===== config.mk =====
export PLATFORM = sky130hd
export DESIGN_NAME = host_interface
export DESIGN_NICKNAME = d
export VERILOG_FILES = /design/src/rtl/host_regs_pkg.sv /design/src/rtl/host_wr_fifo.sv /design/src/rtl/host_interface.sv
export SDC_FILE = /design/constraint.sdc
export NUM_CORES = 1
export LEC_CHECK = 0
export BUFFER_PORTS_ARGS = -buffer_cell sky130_fd_sc_hd__buf_4
export CAP_MARGIN = 20
export CORE_UTILIZATION = 40
export DETAILED_ROUTE_END_ITERATION = 12
export GPL_ROUTABILITY_DRIVEN = 0
export MAX_ROUTING_LAYER = met4
export PLACE_DENSITY = 0.54
export SYNTH_ARGS = -nofsm -noshare
export SYNTH_HDL_FRONTEND = slang
export SYNTH_SLANG_ARGS = --single-unit

===== constraint.sdc =====
create_clock -name clock -period 5.5 [get_ports clock]
set_input_delay 0.55 -clock clock [delete_from_list [all_inputs] [get_ports clock]]
set_output_delay 0.55 -clock clock [all_outputs]
set_load 0.005 [all_outputs]

===== src/rtl/host_regs_pkg.sv =====
// Register map, status bit positions and command codes shared by the host
// front end and its write FIFO.
package host_regs_pkg;

  typedef enum logic [1:0] {
    REG_CMD     = 2'd0,
    REG_ADDR_LO = 2'd1,
    REG_ADDR_HI = 2'd2,
    REG_DATA    = 2'd3
  } reg_sel_e;

  localparam int ST_BUSY    = 7;
  localparam int ST_FULL    = 6;
  localparam int ST_EMPTY   = 5;
  localparam int ST_OVF     = 4;
  localparam int ST_CMDDROP = 3;

  localparam logic [7:0] CMD_NOP   = 8'h00;
  localparam logic [7:0] CMD_CLEAR = 8'h01;

  function automatic logic [7:0] status_byte(input logic busy, input logic full,
                                             input logic empty, input logic ovf,
                                             input logic cmd_drop);
    logic [7:0] s;
    s             = '0;
    s[ST_BUSY]    = busy;
    s[ST_FULL]    = full;
    s[ST_EMPTY]   = empty;
    s[ST_OVF]     = ovf;
    s[ST_CMDDROP] = cmd_drop;
    return s;
  endfunction

endpackage


===== src/rtl/host_wr_fifo.sv =====
// Small synchronous FIFO holding queued host writes as {address, data}.
// Pointers carry one extra wrap bit so full and empty are unambiguous.
module host_wr_fifo #(
  parameter int WIDTH = 24,
  parameter int DEPTH = 4
) (
  input  logic             clock,
  input  logic             reset,
  input  logic             push,
  input  logic [WIDTH-1:0] wdata,
  input  logic             pop,
  output logic [WIDTH-1:0] rdata,
  output logic             full,
  output logic             empty
);

  localparam int AW = $clog2(DEPTH);

  logic [AW:0]      wr_ptr_q, wr_ptr_d;
  logic [AW:0]      rd_ptr_q, rd_ptr_d;
  logic [WIDTH-1:0] mem_q [DEPTH];
  logic [WIDTH-1:0] mem_d [DEPTH];
  logic             do_push, do_pop;

  assign empty   = (wr_ptr_q == rd_ptr_q);
  assign full    = (wr_ptr_q[AW] != rd_ptr_q[AW]) &&
                   (wr_ptr_q[AW-1:0] == rd_ptr_q[AW-1:0]);
  assign rdata   = mem_q[rd_ptr_q[AW-1:0]];
  assign do_push = push & ~full;
  assign do_pop  = pop & ~empty;

  always_comb begin
    mem_d    = mem_q;
    wr_ptr_d = wr_ptr_q;
    rd_ptr_d = rd_ptr_q;
    if (do_push) begin
      mem_d[wr_ptr_q[AW-1:0]] = wdata;
      wr_ptr_d                = wr_ptr_q + (AW+1)'(1);
    end
    if (do_pop) begin
      rd_ptr_d = rd_ptr_q + (AW+1)'(1);
    end
  end

  always_ff @(posedge clock) begin
    if (reset) begin
      wr_ptr_q <= '0;
      rd_ptr_q <= '0;
    end else begin
      wr_ptr_q <= wr_ptr_d;
      rd_ptr_q <= rd_ptr_d;
    end
  end

  // Storage needs no reset: only entries between the pointers are ever read.
  always_ff @(posedge clock) begin
    mem_q <= mem_d;
  end

endmodule


===== src/rtl/host_interface.sv =====
// Host register front end: turns host bus strobes into engine commands and
// queued memory writes, keeping writes and commands in program order.
module host_interface
  import host_regs_pkg::*;
#(
  parameter int FIFO_DEPTH = 4,
  parameter int ADDR_W     = 16
) (
  input  logic              clock,
  input  logic              reset,
  input  logic              bus_cs,
  input  logic              bus_we,
  input  logic [1:0]        bus_rs,
  input  logic [7:0]        bus_din,
  output logic [7:0]        bus_dout,
  output logic [7:0]        command,
  output logic              request,
  input  logic              active,
  output logic [ADDR_W-1:0] user_addr,
  output logic [ADDR_W-1:0] user_mem_addr,
  output logic [7:0]        user_mem_data,
  output logic              user_mem_wren
);

  localparam int ENTRY_W = ADDR_W + 8;

  logic              wr_prev_q, wr_prev_d;
  logic              rd_prev_q, rd_prev_d;
  logic              cmd_pending_q, cmd_pending_d;
  logic [7:0]        command_q, command_d;
  logic              ovf_q, ovf_d;
  logic              cmd_drop_q, cmd_drop_d;
  logic [ADDR_W-1:0] ptr_q, ptr_d;
  logic [ADDR_W-1:0] mem_addr_q, mem_addr_d;
  logic [7:0]        mem_data_q, mem_data_d;
  logic              wren_q, wren_d;

  logic               wr_strobe, rd_strobe, wr_det, rd_clr;
  logic               push, pop, fifo_full, fifo_empty, request_c, busy;
  logic [ENTRY_W-1:0] fifo_wdata, fifo_rdata;
  reg_sel_e           sel;

  assign sel       = reg_sel_e'(bus_rs);
  assign wr_strobe = bus_cs & bus_we;
  assign rd_strobe = bus_cs & ~bus_we;
  assign wr_det    = wr_strobe & ~wr_prev_q;
  assign rd_clr    = rd_strobe & ~rd_prev_q & (sel == REG_CMD);

  // A command only fires once every earlier write has reached memory.
  assign request_c  = cmd_pending_q & fifo_empty & ~active & ~wren_q;
  assign pop        = ~fifo_empty & ~active & ~request_c;
  assign push       = wr_det & (sel == REG_DATA) & ~fifo_full;
  assign fifo_wdata = {ptr_q, bus_din};
  assign busy       = active | cmd_pending_q | ~fifo_empty;

  host_wr_fifo #(
    .WIDTH(ENTRY_W),
    .DEPTH(FIFO_DEPTH)
  ) u_fifo (
    .clock(clock),
    .reset(reset),
    .push (push),
    .wdata(fifo_wdata),
    .pop  (pop),
    .rdata(fifo_rdata),
    .full (fifo_full),
    .empty(fifo_empty)
  );

  always_comb begin
    wr_prev_d     = wr_strobe;
    rd_prev_d     = rd_strobe;
    cmd_pending_d = cmd_pending_q;
    command_d     = command_q;
    ovf_d         = ovf_q;
    cmd_drop_d    = cmd_drop_q;
    ptr_d         = ptr_q;
    mem_addr_d    = mem_addr_q;
    mem_data_d    = mem_data_q;
    wren_d        = pop;

    if (request_c) cmd_pending_d = 1'b0;
    if (rd_clr) begin
      ovf_d      = 1'b0;
      cmd_drop_d = 1'b0;
    end

    if (wr_det) begin
      case (sel)
        REG_CMD: begin
          if (!cmd_pending_q && !active) begin
            command_d     = bus_din;
            cmd_pending_d = 1'b1;
          end else begin
            cmd_drop_d = 1'b1;
          end
        end
        REG_ADDR_LO: ptr_d[7:0]  = bus_din;
        REG_ADDR_HI: ptr_d[15:8] = bus_din;
        REG_DATA: begin
          if (!fifo_full) ptr_d = ptr_q + ADDR_W'(1);
          else            ovf_d = 1'b1;
        end
        default: ;
      endcase
    end

    if (pop) begin
      mem_addr_d = fifo_rdata[ENTRY_W-1:8];
      mem_data_d = fifo_rdata[7:0];
    end
  end

  always_ff @(posedge clock) begin
    if (reset) begin
      wr_prev_q     <= 1'b0;
      rd_prev_q     <= 1'b0;
      cmd_pending_q <= 1'b0;
      command_q     <= '0;
      ovf_q         <= 1'b0;
      cmd_drop_q    <= 1'b0;
      ptr_q         <= '0;
      mem_addr_q    <= '0;
      mem_data_q    <= '0;
      wren_q        <= 1'b0;
    end else begin
      wr_prev_q     <= wr_prev_d;
      rd_prev_q     <= rd_prev_d;
      cmd_pending_q <= cmd_pending_d;
      command_q     <= command_d;
      ovf_q         <= ovf_d;
      cmd_drop_q    <= cmd_drop_d;
      ptr_q         <= ptr_d;
      mem_addr_q    <= mem_addr_d;
      mem_data_q    <= mem_data_d;
      wren_q        <= wren_d;
    end
  end

  always_comb begin
    bus_dout = 8'h00;
    case (sel)
      REG_CMD:     bus_dout = status_byte(busy, fifo_full, fifo_empty, ovf_q, cmd_drop_q);
      REG_ADDR_LO: bus_dout = ptr_q[7:0];
      REG_ADDR_HI: bus_dout = ptr_q[15:8];
      default:     bus_dout = 8'h00;
    endcase
  end

  assign command       = command_q;
  assign request       = request_c;
  assign user_addr     = ptr_q;
  assign user_mem_addr = mem_addr_q;
  assign user_mem_data = mem_data_q;
  assign user_mem_wren = wren_q;

endmodule


# Yosys cells after proc, flatten, opt, wreduce, memory -nomap -nowiden
# Index checks and enable logic that the tools add are counted.
op_classes:
  add_sub_neg: 3
  bitwise: 26
  n_reduce_logical: 11
  order_cmp: 3
  n_mux: 22
  n_mul: 0
  eq_ne: 7
  div: 0
  shift: 0
op_table:
  columns: ["cell", "count"]
  rows:
  - ["$bwmux W96", 1]
  - ["$mux W24", 3]
  - ["$bmux W24 S2", 1]
  - ["$demux W24 S2", 1]
  - ["$pmux W8 S2", 2]
  - ["$pmux W8 S3", 1]
  - ["$add A16 B1 Y16 const B", 1]
  - ["$mux W16", 1]
  - ["$and A1 B1 Y1", 14]
  - ["$mux W1", 12]
  - ["$reduce_and A3 Y1", 3]
  - ["$not A1 Y1", 8]
  - ["$add A3 B1 Y3 const B", 2]
  - ["$ge A3 B3 Y1 const B", 2]
  - ["$not A2 Y3", 2]
  - ["$eq A2 B2 Y1 const B", 2]
  - ["$reduce_bool A2 Y1", 2]
  - ["$eq A3 B3 Y1", 1]
  - ["$logic_and A1 B1 Y1", 3]
  - ["$lt A3 B1 Y1 const B", 1]
  - ["$eq A2 B1 Y1 const B", 1]
  - ["$eq A2 B2 Y1", 1]
  - ["$logic_not A1 Y1", 2]
  - ["$logic_not A2 Y1", 1]
  - ["3 further kinds", 4]
totals:
  in_bits: 15
  mem_bits_rw: 0
  memories: 0
  romBits: 0
  reg_bits: 156
  elab_cells: 89
  latchBits: 0

# Depth between registers and ports, before layout
logic_depth:
  ltp_word: 8
  mapped_depth: 7

# Cells and area by module
# A second synthesis with hierarchy kept.
hier_totals:
  cells_unflattened: 511
  hier_area_um2: 6565.0
by_module_without_submodules:
  columns: ["mod", "seq_area_each_um2", "instances", "area_each_um2", "cells_per_inst"]
  rows:
  - ["host_wr_fifo", 3002.9, 1, 4016.4, 193]
  - ["host_interface", 1081.0, 1, 2548.7, 318]

# Worst setup path after synthesis
# OpenSTA, ideal clock, no wires.
synth_path:
  kind: "reg2reg"
  from: "reg u_fifo.rd_ptr_q[0]"
  to: "reg u_fifo.mem_q[0] in the netlist's numbering, enable pin"
  t_arrival_ns: 1.822
  period_less_slack_ns: 2.206
  path_stages_with_launch: 5
  slack_ns: 3.294
  n_path_buf: 1
  required_ns: 5.117
  path_cell_list: "dfxtp_1 buf_6 xnor2_2 a311oi_2 and2_1"
synth_between:
  elab_chain_len: 5
synth_rtl:
  columns: ["element", "line", "rtl"]
  rows:
  - ["start, declared", "host_wr_fifo.sv:20", "logic [AW:0] rd_ptr_q, rd_ptr_d;"]
  - ["start signal, assigned", "host_wr_fifo.sv:51", "rd_ptr_q <= rd_ptr_d;"]
  - ["$eq A2 B2 Y1 (*)", "host_wr_fifo.sv:27", "(wr_ptr_q[AW-1:0] == rd_ptr_q[AW-1:0]);"]
  - ["$logic_and A1 B1 Y1 (*)", "host_wr_fifo.sv:26", "assign full = (wr_ptr_q[AW] != rd_ptr_q[AW]) &&"]
  - ["$not A1 Y1 (*)", "host_wr_fifo.sv:29, host_interface.sv:52", null]
  - ["$and A1 B1 Y1", "host_interface.sv:52", "assign push = wr_det & (sel == REG_DATA) & ~fifo_full;"]
  - ["$and A1 B1 Y1 (*)", "host_wr_fifo.sv:29", "assign do_push = push & ~full;"]
  - ["end signal, assigned", "host_wr_fifo.sv:57", "mem_q <= mem_d;"]
  - ["end, declared", "host_wr_fifo.sv:21", "logic [WIDTH-1:0] mem_q [DEPTH];"]
# Mark *: on every way between the ends. The rest lies on a longest branch, timed or not.
# A chain may end at the register's enable or synchronous reset.

# Final worst setup path
layout_path:
  from: "reg u_fifo.rd_ptr_q[0]"
  to: "out bus_dout[7]"
layout_between:
  elab_chain_len: 4
layout_rtl:
  columns: ["element", "line", "rtl"]
  rows:
  - ["$eq A3 B3 Y1", "host_wr_fifo.sv:25", "assign empty = (wr_ptr_q == rd_ptr_q);"]
  - ["$not A1 Y1", "host_interface.sv:54", "assign busy = active | cmd_pending_q | ~fifo_empty;"]
  - ["$or A1 B1 Y1", "host_interface.sv:54", null]
  - ["$pmux W8 S3", "host_interface.sv:142", "case (sel)"]
  - ["end, declared", "host_interface.sv:15", "output logic [7:0] bus_dout,"]
# No other way between the ends.

==> impl_metrics.py <==
metrics = {
    "run_status": {
        "status": "complete, no violations",
    },
    "yosys": {
        "synth_area_leader_cell": "edfxtp_1",
        "netlist_top_cells_area": "edfxtp_1, dfxtp_1, mux4_2, nand2_1, a21oi_1",
        "synth-xor-area-share": 0.0116,
        "synth_edf_count": 96,
        "synth_top_area_share": 0.445,
        "yosys.area_share.simple": 0.108,
        "yosysSeqAreaShare": 0.631,
        "ys_async_sr_fraction": 0,
        "muxShareOfSynthArea": 0.103,
        "yosys_most_used_dff": "edfxtp_1",
        "syn-num-nets": 513,
        "syn_avg_cell_area_um2": 13.2,
        "synth_area_um2": 6470,
        "synth_cell_types": 62,
        "syn_inst": 492,
        "synth_top_family_by_area": "simple AND/OR/NAND/NOR gates",
        "synth-compound-area-share": 0.106,
        "yosysMostFrequentCell": "edfxtp_1",
        "synth_warnings": 0,
        "synth_adder_area_share": 0.0116,
        "yosys-top-cells-count": "edfxtp_1, nand2_1, dfxtp_1",
        "yosys_register_bits": 156,
    },
    "clock_tree": {
        "ctsHoldBuffers": 0,
        "cts_root_buf": "clkbuf_16",
        "htree_levels": 4,
        "post_cts_buffers": 0,
        "cts_made_buffers": 17,
        "cts_buffer_depth": 2,
        "cts_resized": 0,
        "path_clk_slew_ps": 60,
        "clkSinkCount": 156,
        "clk_latency_ps": 420,
        "cts_tree": "yes",
    },
    "timing": {
        "layout_setup_ws_ps": 2440,
        "rsz0062_at_grt": "no",
        "worst_pin_slew_ps": 909,
        "slew_violations": 0,
        "fin_crit_sh": 0.556,
        "slew_headroom": 0.386,
        "fin_crit_ps": 3060,
        "setup_viol": 0,
        "setup_tns_ps": 0,
        "worst_clock_skew_ps": 10.4,
        "max_freq_ghz": 0.327,
        "finalHoldViolCount": 0,
    },
    "run": {
        "maxCapViolations": 0,
    },
    "worst_setup_path": {
        "critPathMaxFanout": 27,
        "critPathArrivalTime_ps": 2510,
        "critPathMaxStageDelay_ps": 480,
        "crit_path_end_kind": "primary output",
        "cp_data_required_time_ps": 4950,
        "crit_path_start_kind": "flop",
        "crit_chain": "buf_4 > xnor2_2 > nand3_2 > or4_1 > a32o_1 > buf_4",
        "crit_slowest_cell": "xnor2_2",
        "critPathKind": "reg -> out",
        "crit_top_cell": "buf_4",
    },
    "routing": {
        "drtAntennaViolNets": 0,
        "drt_first_pass_iters": 5,
        "wirelength_um": 15300,
        "via_per_inst": 5.38,
        "vias": 4251,
        "drt_iter0_drc": 344,
        "wl_per_cell_um": 19.4,
        "drc": 0,
    },
    "place": {
        "io_buffers": 72,
        "post-place-ws_ps": 2370,
        "dp.cells": 758,
        "dp_hpwl_um": 9830,
    },
    "min_path": {
        "hp-class": "in -> reg",
    },
    "layout": {
        "utilization": 0.491,
        "regArea_um2": 4090,
        "area_growth_pct": 20.1,
        "final_nets": 582,
        "multi_input_comb_area_um2": 2210,
        "antenna_cells": 0,
        "drive_gt1_frac": 0.247,
        "fillCellCount": 1399,
        "final_cells": 790,
    },
    "grt": {
        "grt_pass1_wl_um": 23800,
        "grt_max_degree": 61,
        "grt_pass1_vias": 4143,
        "antenna_found_initial": 0,
        "grt_overflow": 0,
        "grt_usage": 0.205,
    },
    "pwr": {
        "clkPwrFrac": 0.442,
        "switchingPower_mw": 0.540,
        "p_seq_frac": 0.500,
        "max-vdd-ir-drop_mv": 0.208,
        "p_leak_nw": 2.77,
        "p_per_area_nw_per_um2": 326,
        "totalPowerFinal_mw": 2.53,
        "switching_share": 0.213,
        "p_comb_frac": 0.058,
        "p_int_mw": 1.99,
    },
    "floorplanning": {
        "start_util": 0.409,
        "io_pins": 73,
        "die_h_um": 129,
        "core_area_um2": 15800,
        "std_cell_rows": 46,
        "die_area_um2": 16700,
        "die_x_um": 129,
    },
}
==> per-layer routing <==
metal	track usage	wire (um)
met2	0.315	7310
met5	-	0
met4	0.0865	322
met3	0.0471	593
met1	0.262	7100
==> worst max-delay path: cells and delay by family, from the launching register on <==
| family | cells | cell delay, ps |
|---|---|---|
| compound gates | 1 | 260 |
| xor+xnor | 1 | 480 |
| buf+inv | 2 | 410 |
| flops | 1 | 300 |
| simple gates | 2 | 620 |
==> sequential cells by signal, summed over array words and instances (netlist names) <==
| register | cells |
|---|---|
| user_mem_data | 8 |
| u_fifo.wr_ptr_q | 3 |
| cmd_pending_q | 1 |
| rd_prev_q | 1 |
| ovf_q | 1 |
| user_mem_addr | 16 |
| command | 8 |
| u_fifo.mem_q | 96 |
| cmd_drop_q | 1 |
| wr_prev_q | 1 |
| u_fifo.rd_ptr_q | 3 |
| user_addr | 16 |
| user_mem_wren | 1 |
==> final cells by class <==
type / instances / area share
clock buffers: 26 / 0.0655
inverters: 11 / 0.00531
well taps: 216 / 0.0348
flip-flops and latches: 156 / 0.526
repair buffers: 79 / 0.0773
multi-input cells: 296 / 0.284
clock inverters: 6 / 0.00773
==> cell usage in the layout (no fill, tap or decap), types with 3 or more instances in the layout <==
cell       count
clkbuf_16     17
nor3_1         3
a32o_1         3
nand2_1       65
nand3b_1       3
nand4_1        9
and3_1         5
nor2_1        25
a311oi_1       3
dfxtp_1       59
o21ai_0       12
clkbuf_1       4
o31ai_1        4
buf_4         78
o32ai_1        3
and4_1         3
nand2b_1       3
clkbuf_8       5
mux4_2        22
edfxtp_1      96
and2_1         9
ha_1           6
a31oi_1        4
nand3_1        9
xnor2_1        3
a211oi_1       6
a22o_1         5
inv_1         11
mux2i_1       11
a21oi_1       42
==> kinds of logic after synthesis <==
kind of cell	count (synthesis)
AOI/OAI and AO/OA	102
xor gates and xnor gates	6
buffers and inverters	40
and+or+nand+nor	146
adders and majority gates	6
DFF	156
muxes	36
==> power by group through the flow <==
stage | combinational, mW | sequential [mW] | clock [mW]
3_3_place_gp | 0.146 | 1.29 | 0
3_5_place_dp | 0.147 | 1.29 | 0
6_report | 0.146 | 1.27 | 1.12
2_1_floorplan | 0.0902 | 1.29 | 0
4_1_cts | 0.148 | 1.27 | 1.14
5_1_grt | 0.161 | 1.27 | 1.19
==> stage by stage <==
| stage | area [um^2] | hold WS [ps] |
|---|---|---|
| floorplan | 6470 | 436 |
| global placement | 7190 | 443 |
| detailed placement | 7200 | 448 |
| CTS | 7770 | 319 |
| global route | 7770 | 328 |
| finish | 7770 | 339 |
==> worst paths after layout <==
path | startpoint | endpoint | slack [ps] | depth (start not counted)
hold / removal | bus_we | rd_prev_q | 340 | 2
hold reg to reg | user_mem_addr[7] | user_mem_addr[7] | 450 | 2
setup reg to reg | u_fifo.rd_ptr_q[0] | u_fifo.mem_q[22] | 2660 | 5
setup / recovery | u_fifo.rd_ptr_q[0] | bus_dout[7] | 2440 | 6
(Power assumes the default switching activity.)
